**src/rtl/regfile_sb_pkg.sv**
```systemverilog
// ---------------------------------------------------------------------------
// regfile_sb_pkg
// Shared constants for the scoreboarded register file: default widths and
// the indices of the hardwired / special registers.
//   REG0 : index that always reads as zero and ignores writes
//   PC   : index whose reads return the live PcAddr0 input
//   T    : index whose writes store a zero-test flag instead of the data
// ---------------------------------------------------------------------------
package regfile_sb_pkg;

    localparam int DEF_DATA_W = 16;
    localparam int DEF_ADDR_W = 4;
    localparam int DEF_NRD    = 2;

    localparam int REG0     = 0;
    localparam int PC       = 1;
    localparam int T        = 2;
    localparam int DEF_PEEK = 7;

endpackage

```
**src/rtl/regfile_rdport.sv**
```systemverilog
// ---------------------------------------------------------------------------
// regfile_rdport
// One combinational read port: selects the operand and its ready flag.
// Ports:
//   RegFlat    : all stored registers, register i at [i*DATA_W +: DATA_W]
//   Busy       : scoreboard busy bit per register
//   RegWre     : write enable of the current cycle (for bypass)
//   WriteReg   : write index of the current cycle
//   WriteValue : value that will be stored this cycle (T conversion done)
//   PcAddr0    : value returned for PC reads
//   RdAddr     : index to read
//   RdData     : operand value
//   RdReady    : operand is valid (not waiting on an outstanding producer)
// ---------------------------------------------------------------------------
module regfile_rdport
    import regfile_sb_pkg::*;
#(
    parameter int DATA_W   = DEF_DATA_W,
    parameter int ADDR_W   = DEF_ADDR_W,
    parameter int ZERO_IDX = REG0,
    parameter int PC_IDX   = PC
) (
    input  logic [(2**ADDR_W)*DATA_W-1:0] RegFlat,
    input  logic [(2**ADDR_W)-1:0]        Busy,
    input  logic                          RegWre,
    input  logic [ADDR_W-1:0]             WriteReg,
    input  logic [DATA_W-1:0]             WriteValue,
    input  logic [DATA_W-1:0]             PcAddr0,
    input  logic [ADDR_W-1:0]             RdAddr,
    output logic [DATA_W-1:0]             RdData,
    output logic                          RdReady
);

    logic [DATA_W-1:0] storedValue;

    // Stored copy of the addressed register, used when nothing overrides it.
    assign storedValue = RegFlat[int'(RdAddr)*DATA_W +: DATA_W];

    // Hardwired indices come first so that a write aimed at them can never
    // leak through the bypass. A same-cycle write is forwarded and is always
    // ready, because its data is exactly what the waiting consumer needs.
    always_comb begin
        RdData  = storedValue;
        RdReady = ~Busy[RdAddr];
        if (RdAddr == ADDR_W'(ZERO_IDX)) begin
            RdData  = '0;
            RdReady = 1'b1;
        end else if (RdAddr == ADDR_W'(PC_IDX)) begin
            RdData  = PcAddr0;
            RdReady = 1'b1;
        end else if (RegWre && (WriteReg == RdAddr)) begin
            RdData  = WriteValue;
            RdReady = 1'b1;
        end
    end

endmodule

```
**src/rtl/regfile_sb.sv**
```systemverilog
// ---------------------------------------------------------------------------
// regfile_sb
// Register file with a per-register busy scoreboard, write-through bypass
// and NRD combinational read ports.
// Ports:
//   Clk       : clock, all state changes on the rising edge
//   Rst       : asynchronous active-low reset, clears data and busy bits
//   RegWre    : write enable          WriteReg / WriteData : write index/data
//   ResWre    : reserve enable        ResReg : index to mark busy
//   Flush     : clear every busy bit
//   PcAddr0   : value returned for PC_IDX reads
//   RdAddr    : packed read indices, port k at [k*ADDR_W +: ADDR_W]
//   RdData    : packed read data, port k at [k*DATA_W +: DATA_W]
//   RdReady   : per-port operand-ready flag
//   RegPeek1  : stored value of r[PEEK_IDX]
// ---------------------------------------------------------------------------
module regfile_sb
    import regfile_sb_pkg::*;
#(
    parameter int DATA_W   = DEF_DATA_W,
    parameter int ADDR_W   = DEF_ADDR_W,
    parameter int NRD      = DEF_NRD,
    parameter int ZERO_IDX = REG0,
    parameter int PC_IDX   = PC,
    parameter int T_IDX    = T,
    parameter int PEEK_IDX = DEF_PEEK
) (
    input  logic                    Clk,
    input  logic                    Rst,
    input  logic                    RegWre,
    input  logic [ADDR_W-1:0]       WriteReg,
    input  logic [DATA_W-1:0]       WriteData,
    input  logic                    ResWre,
    input  logic [ADDR_W-1:0]       ResReg,
    input  logic                    Flush,
    input  logic [DATA_W-1:0]       PcAddr0,
    input  logic [NRD*ADDR_W-1:0]   RdAddr,
    output logic [NRD*DATA_W-1:0]   RdData,
    output logic [NRD-1:0]          RdReady,
    output logic [DATA_W-1:0]       RegPeek1
);

    localparam int DEPTH = 2**ADDR_W;

    logic [DATA_W-1:0]       regFile [DEPTH];
    logic [DEPTH-1:0]        busy;
    logic [DEPTH-1:0]        busyNext;
    logic [DEPTH*DATA_W-1:0] regFlat;
    logic [DATA_W-1:0]       writeValue;
    logic                    writeAllowed;
    logic                    reserveAllowed;

    // The zero and PC slots are not real storage, so writes and reserves
    // aimed at them are dropped here and their busy bits never get set.
    assign writeAllowed   = RegWre && (WriteReg != ADDR_W'(ZERO_IDX))
                                   && (WriteReg != ADDR_W'(PC_IDX));
    assign reserveAllowed = ResWre && (ResReg != ADDR_W'(ZERO_IDX))
                                   && (ResReg != ADDR_W'(PC_IDX));

    // T holds a zero-test flag of the written value rather than the value.
    assign writeValue = (WriteReg == ADDR_W'(T_IDX))
                      ? {{(DATA_W-1){1'b0}}, (WriteData == '0)}
                      : WriteData;

    // Data storage; Flush only touches the scoreboard, never the data path.
    always_ff @(posedge Clk or negedge Rst) begin
        if (!Rst) begin
            for (int i = 0; i < DEPTH; i++) begin
                regFile[i] <= '0;
            end
        end else if (writeAllowed) begin
            regFile[WriteReg] <= writeValue;
        end
    end

    // Scoreboard next state: the write clear is applied before the reserve
    // so that a new producer reserving the same index in the same cycle
    // keeps it busy; Flush overrides both.
    always_comb begin
        busyNext = busy;
        if (Flush) begin
            busyNext = '0;
        end else begin
            if (writeAllowed) begin
                busyNext[WriteReg] = 1'b0;
            end
            if (reserveAllowed) begin
                busyNext[ResReg] = 1'b1;
            end
        end
    end

    // Scoreboard register.
    always_ff @(posedge Clk or negedge Rst) begin
        if (!Rst) begin
            busy <= '0;
        end else begin
            busy <= busyNext;
        end
    end

    assign RegPeek1 = regFile[ADDR_W'(PEEK_IDX)];

    // Flatten storage so each read port can index it as a plain vector.
    for (genvar g = 0; g < DEPTH; g++) begin : gFlat
        assign regFlat[g*DATA_W +: DATA_W] = regFile[g];
    end

    for (genvar k = 0; k < NRD; k++) begin : gRdPort
        regfile_rdport #(
            .DATA_W   (DATA_W),
            .ADDR_W   (ADDR_W),
            .ZERO_IDX (ZERO_IDX),
            .PC_IDX   (PC_IDX)
        ) uRdPort (
            .RegFlat    (regFlat),
            .Busy       (busy),
            .RegWre     (writeAllowed),
            .WriteReg   (WriteReg),
            .WriteValue (writeValue),
            .PcAddr0    (PcAddr0),
            .RdAddr     (RdAddr[k*ADDR_W +: ADDR_W]),
            .RdData     (RdData[k*DATA_W +: DATA_W]),
            .RdReady    (RdReady[k])
        );
    end

endmodule
```
**config.mk**
```make
export PLATFORM = sky130hd
export DESIGN_NAME = regfile_sb
export DESIGN_NICKNAME = d
export VERILOG_FILES = /design/src/rtl/regfile_sb_pkg.sv /design/src/rtl/regfile_rdport.sv /design/src/rtl/regfile_sb.sv
export SDC_FILE = /design/constraint.sdc
export NUM_CORES = 1
export LEC_CHECK = 0
export BUFFER_PORTS_ARGS = -buffer_cell sky130_fd_sc_hd__buf_2
export CORE_ASPECT_RATIO = 1.25
export CORE_UTILIZATION = 65
export DETAILED_ROUTE_END_ITERATION = 12
export PLACE_DENSITY = 0.84
export SLEW_MARGIN = 20
export SYNTH_ARGS = -nofsm -noshare
export SYNTH_HDL_FRONTEND = slang
export SYNTH_SLANG_ARGS = --single-unit
```
**constraint.sdc**
```tcl
create_clock -name Clk -period 4.5 [get_ports Clk]
set_input_delay 0.9 -clock Clk [delete_from_list [all_inputs] [get_ports Clk]]
set_output_delay 0.9 -clock Clk [all_outputs]
set_load 0.1 [all_outputs]
```
==> results of run 1 <==
-- logic make-up (layout without fill, tap and decap cells) --
family,Yosys count,count (layout),share of synthesized area [%]
AOI/OAI and AO/OA,323,323,13.96
and+or+nand+nor,377,377,10.88
xor gates and xnor gates,6,6,0.3637
buffers and inverters,171,206,5.794
muxes,139,139,21.89
DFF,272,272,47.11
-- cell usage in the layout, fill, tap and decap left out, types with 3 or more instances in the layout --
| cell type | count |
|---|---|
| clkbuf_1 | 4 |
| and2_1 | 18 |
| nor2_1 | 66 |
| o221ai_1 | 16 |
| mux4_1 | 12 |
| nand3_1 | 4 |
| nand2_1 | 251 |
| mux4_2 | 126 |
| o22ai_1 | 29 |
| buf_2 | 67 |
| bufinv_16 | 4 |
| nor4_1 | 4 |
| clkbuf_16 | 27 |
| a221o_1 | 16 |
| a22o_1 | 32 |
| xnor2_1 | 4 |
| nand2b_1 | 3 |
| nor2b_1 | 9 |
| clkbuf_8 | 3 |
| clkinv_2 | 8 |
| a22oi_1 | 7 |
| dfrtp_1 | 272 |
| a32oi_1 | 7 |
| nand2_2 | 3 |
| nor3_1 | 4 |
| and3_1 | 6 |
| buf_4 | 54 |
| o21ai_0 | 208 |
| buf_12 | 36 |
-- Yosys cell counts, types with 2 or more instances --
library cell / count
buf_1: 6
and2_1: 18
buf_2: 27
o21ai_0: 208
xnor2_1: 4
nand4_1: 2
buf_12: 2
inv_1: 2
nor3_1: 4
nand3_1: 4
nor4_1: 4
nand2b_1: 3
o22ai_1: 29
buf_6: 6
o221ai_1: 16
dfrtp_1: 272
nor2_1: 66
mux4_1: 12
and3b_1: 2
mux4_2: 126
nand2_1: 253
nor2b_1: 9
and3_1: 6
buf_4: 19
xor2_1: 2
a32oi_1: 7
clkbuf_1: 99
a221o_1: 16
clkbuf_2: 10
a22oi_1: 7
a22o_1: 32
-- worst register-to-register path, cell delays in order (launching register included) --
cell and delay (ns):
dfrtp_1 0.41, a32oi_1 0.22, nor2_1 0.08
-- stage by stage --
step	worst slack (ns)	power (mW)	instance area, um2	utilization, %
finish	0.2854	7.624	16350	75.36
detailed placement	0.4695	5.284	15450	71.22
floorplan	-0.06409	4.635	14450	-
global route	0.2833	7.860	16350	75.36
CTS	0.4662	7.592	16340	75.33
global placement	0.4963	5.181	15450	71.22
-- registers in the layout (all words and copies together), names as in the netlist --
name / count
RegPeek1: 16
busy: 16
regFile: 240
-- path summary, 6_finish.rpt --
kind | start | endpoint | slack (ns)
max | RdAddr[0] | RdData[7] | 0.29
min | Rst | RegPeek1[13]$_DFFE_PN0P_ | 0.33
max reg2reg | busy[11]$_DFF_PN0_ | busy[11]$_DFF_PN0_ | 3.67
min reg2reg | regFile[229]$_DFFE_PN0P_ | regFile[229]$_DFFE_PN0P_ | 0.40
max in group asynchronous | Rst | regFile[97]$_DFFE_PN0P_ | 3.15
min in group Clk | regFile[229]$_DFFE_PN0P_ | regFile[229]$_DFFE_PN0P_ | 0.40
-- power groups by stage --
| stage | Sequential, mW | Clock, mW | Combinational [mW] |
|---|---|---|---|
| 2_1_floorplan | 3.06 | 0 | 1.58 |
| 3_3_place_gp | 3.14 | 0 | 2.04 |
| 3_5_place_dp | 3.17 | 0 | 2.11 |
| 4_1_cts | 3.14 | 2.31 | 2.14 |
| 5_1_grt | 3.19 | 2.40 | 2.26 |
| 6_report | 3.16 | 2.31 | 2.16 |
-- final cells by class --
class	instances	share of cell area (%)
Clock buffer	34	4.477
Clock inverter	12	0.9796
Inverter	2	0.04592
Multi-Input combinational cell	845	41.70
Sequential cell	272	41.63
Tap cell	279	2.135
Timing Repair Buffer	158	9.030
-- metal layers --
layer | global-route usage (%) | wire length (um) | vias up
met5 | 0 | 0 | -
met3 | 9.704 | 5510 | 223
li1 | - | - | 4721
met4 | 22.67 | 2408 | 0
met2 | 59.89 | 20290 | 947
met1 | 51.78 | 14790 | 5787
==> metrics.txt, run 1 <==
Crit path buffers/inverters 4; Flop pwr share 41.4%; Leak 7.299 nW; DIE AREA 22830 um2; CP top delay family buffers and inverters; first-pass GRT wire length 66170 um; HPWL after DPL 26930 um; number of synthesized flops with an enable pin 0; switching share of total power 33.91%; Post-Layout Cell Count 1602; setup bufs post-CTS 0; gr usage total 39.23%; P&R area growth vs syn 13.16%; worst path arrival time 3.31 ns; top cells by area, synth dfrtp_1, mux4_2, o21ai_0; Max Buffers Root-to-Sink 3; crit path kind input port to output pin; fill count 1240; Final nets 1358; Post-CTS Hold Fix Bufs 0; initial antenna violation count 0; vias 11680; top_reg_cell synth dfrtp_1; Comb power frac 28.3%; vias in the first global route 11900; initial DRC count 1401; Critical Path End Type output pin; Worst-Margin Slew 1.165 ns; Cell Area, Synth 14450 um2; GPL Wtd Cong 0.8899; multi-input logic area 6818 um2; clock skew 0 ns; Clock transition at path regs 0.06 ns; CP Launch Type input port; CP Max Fanout 15; PD cells 466.3 nW/um2; CTS tree done; Cells after DPL 1556; final hold slack 0.3301 ns; Synth top area share 47.11%; Max-Cap Viols 0; Port-buffer cells 102; post-route ant nets 0; CTS Root Cell clkbuf_16; Slew headroom 22.36%; Slew Viols, Final 0; total CTS buffers 26; # diodes 0; status completed; cell repeated most along the worst path buf_4; final wirelength 43000 um; average size of a mapped cell 11.22 um2; sequential area share after synthesis 47.11%; pin count of the biggest net entering global routing 112; Hold Path Class input port to asynchronous set/reset pin; Remaining DRCs 0; number of vias per cell 7.290; post-synth cell types 46; Synth Instances 1288; Synthesized Nets 1341; die height 168.7 um; worst vdd ir 0.3772 mV; Synth area leader dfrtp_1; ys async rst share 100.0%; f_max 237.3 MHz; crit-path cells buf_2, buf_4, nand2b_1, buf_4, o22ai_1, nor2_1, a221o_1, buf_12; fin crit share 93.66%; I/O pin count 103; layout cells sized above 1 25.32%; P_int 5.039 mW; GR Overflow Total 0; clock sinks 272; Worst path slowest cell buf_2; Wirelength per Cell 26.84 um; YS warnings 0; Net Switching 2.585 mW; Worst path depth 8; Core Area 21700 um2; chip width 135.3 um; initial core utilization 66.59%; # setup viols final 0; storage element area 6807 um2; Final Hold Fails 0; H-tree depth 1; Initial DRT Pass Iterations 6; # resized after CTS 0; Clk pwr share 30.3%; RSZ-0062 raised after global routing no; Worst-Skew Late Latency 0.54 ns; Critical Path RT 3.60 ns; Tmin final 4.215 ns; setup_tns 0 ns; CP max stage delay 0.48 ns; row count 60; FF-to-FF path depth 2; Synth Register Bits 272
No activity file was read; power rests on OpenSTA's default activity.
==> run 2, diff against run 1 <==
- BUFFER_PORTS_ARGS: -buffer_cell sky130_fd_sc_hd__buf_2 -> default
- DONT_BUFFER_PORTS: default -> 1
- GPL_ROUTABILITY_DRIVEN: default -> 0
- PLACE_DENSITY: 0.84 -> 0.8
==> run 2 against run 1 <==
Effect of this change: cell area shrank 3.4%; die area is the same; sequential share of layout area grew 1.5 points; non-clock buffer count shrank 85; routed wire length grew 1.2%; combinational power shrank 23%; core utilization shrank 2.6 points; critical path depth shrank 2; sequential cell count is the same; sequential power grew 7.0%; maximum frequency grew 6.3%; critical path type unchanged; largest power group unchanged.
==> metrics.txt, run 2 (synthesized netlist as in run 1, its figures left out) <==
f_max 252.2 MHz; CP top delay family simple AND/OR/NAND/NOR gates; post-layout util 72.80%; CTS tree done; RSZ-0062 raised after global routing no; P&R area growth vs syn 9.318%; worst r2r dst RegPeek1[15]$_DFFE_PN0P_; Worst-Margin Slew 1.135 ns; gr usage total 40.13%; post-route ant nets 0; initial antenna violation count 0; Max Buffers Root-to-Sink 3; cell repeated most along the worst path buf_4; final hold slack 0.05471 ns; PD cells 473.1 nW/um2; final wirelength 43520 um; status completed; clock skew 0 ns; Worst-Skew Late Latency 0.54 ns; HPWL after DPL 25910 um; Final Hold Fails 0; Hold Path Class input port to asynchronous set/reset pin; die height 168.7 um; fin crit share 88.11%; # resized after CTS 0; # diodes 0; pin count of the biggest net entering global routing 273; Max-Cap Viols 0; most common cell after layout, fill and taps aside dfrtp_1; Leak 6.904 nW; setup bufs post-CTS 0; Clock transition at path regs 0.07 ns; RR Startpoint RegPeek1[15]$_DFFE_PN0P_; row count 60; CP Max Fanout 9; Remaining DRCs 0; Worst path slowest cell nor4_1; worst path arrival time 3.06 ns; H-tree depth 1; Critical Path End Type output pin; worst vdd ir 0.4038 mV; Slew Viols, Final 0; clock sinks 272; total CTS buffers 27; vias 11170; Slew headroom 24.34%; Final nets 1274; CP max stage delay 0.68 ns; first-pass GRT wire length 66830 um; I/O pin count 103; Wirelength per Cell 28.65 um; storage element area 6807 um2; crit path kind input port to output pin; # setup viols final 0; Initial DRT Pass Iterations 6; Tmin final 3.965 ns; vias in the first global route 11610; largest reg by FF count regFile; max reg flops 240; CP Launch Type input port; CTS Root Cell clkbuf_16; Post-CTS Hold Fix Bufs 0; most frequent cells in the layout dfrtp_1, nand2_1, o21ai_0; Port-buffer cells 0; Core Area 21700 um2; Critical Path RT 3.60 ns; chip width 135.3 um; initial core utilization 66.59%; Crit path buffers/inverters 2; crit-path cells nor4_1, nand4_1, o21a_1, buf_4, o221ai_2, buf_4; FF-to-FF path depth 2; initial DRC count 1327; DIE AREA 22830 um2; fill count 1388; GR Overflow Total 0; r2r setup slk 3.06 ns; layout cells sized above 1 21.85%; multi-input logic area 6930 um2; number of vias per cell 7.353
run 2: cell types whose count changed in the layout (fill, tap and decap cells not counted), moves of 2 or more:
cell / before / now
buf_2: 67 / 0
buf_12: 36 / 16
o221ai_1: 16 / 0
o221ai_2: 0 / 16
clkbuf_8: 3 / 7
buf_4: 54 / 57
clkinv_2: 8 / 5
nand3_1: 4 / 1
nand3_2: 0 / 3
nand2_1: 251 / 253
nand2_2: 3 / 1
run 2: worst max path at each step:
stage / depth (start not counted) / from / to / slack (ns)
after floorplan: 6 / RdAddr[6] / RdData[21] / -0.06
after global placement: 6 / WriteData[3] / RdData[16] / 0.43
after detailed placement: 6 / WriteData[3] / RdData[16] / 0.37
after CTS: 6 / WriteData[3] / RdData[16] / 0.38
after global routing: 6 / WriteData[3] / RdData[16] / 0.37
final: 6 / WriteData[3] / RdData[16] / 0.54
run 2: area by class of cell:
type | count | area share [%]
Clock buffer | 37 | 4.959
Inverter | 2 | 0.04753
Clock inverter | 11 | 1.069
Timing Repair Buffer | 73 | 4.737
Sequential cell | 272 | 43.10
Multi-Input combinational cell | 845 | 43.88
Tap cell | 279 | 2.210
run 2: worst register-to-register path: stages (launching register included):
cell     delay [ns]
dfrtp_1        0.99
nand2_1        0.18
o21ai_1        0.17
run 2: layer usage:
metal  part of all wire, %  vias up  GRT usage (%)  wire [um]
li1                      -     4558              -          -
met1                    33     5570          50.54      14420
met2                    47      819          61.32      20290
met3                    14      222          12.16       5959
met4                   6.6        0          24.67       2854
met5                     0        -              0          0
run 2: per-stage QoR:
stage                     TNS (ns)  instance area (um2)  std cells  power, mW  setup slack, ns
after floorplan            -0.6409                14450       1288      4.635         -0.06409
after detailed placement         0                14840       1471      5.028           0.3744
final                            0                15790       1519      7.472           0.5352
after CTS                        0                15790       1519      7.437           0.3757
after global placement           0                14840       1471      4.938           0.4292
after global routing             0                15790       1519      7.700           0.3730
run 2: power by group:
group	internal [mW]	switching (mW)	total, mW
sequential	2.82	0.556	3.38
combinational	0.736	0.920	1.66
clock	1.45	0.991	2.44
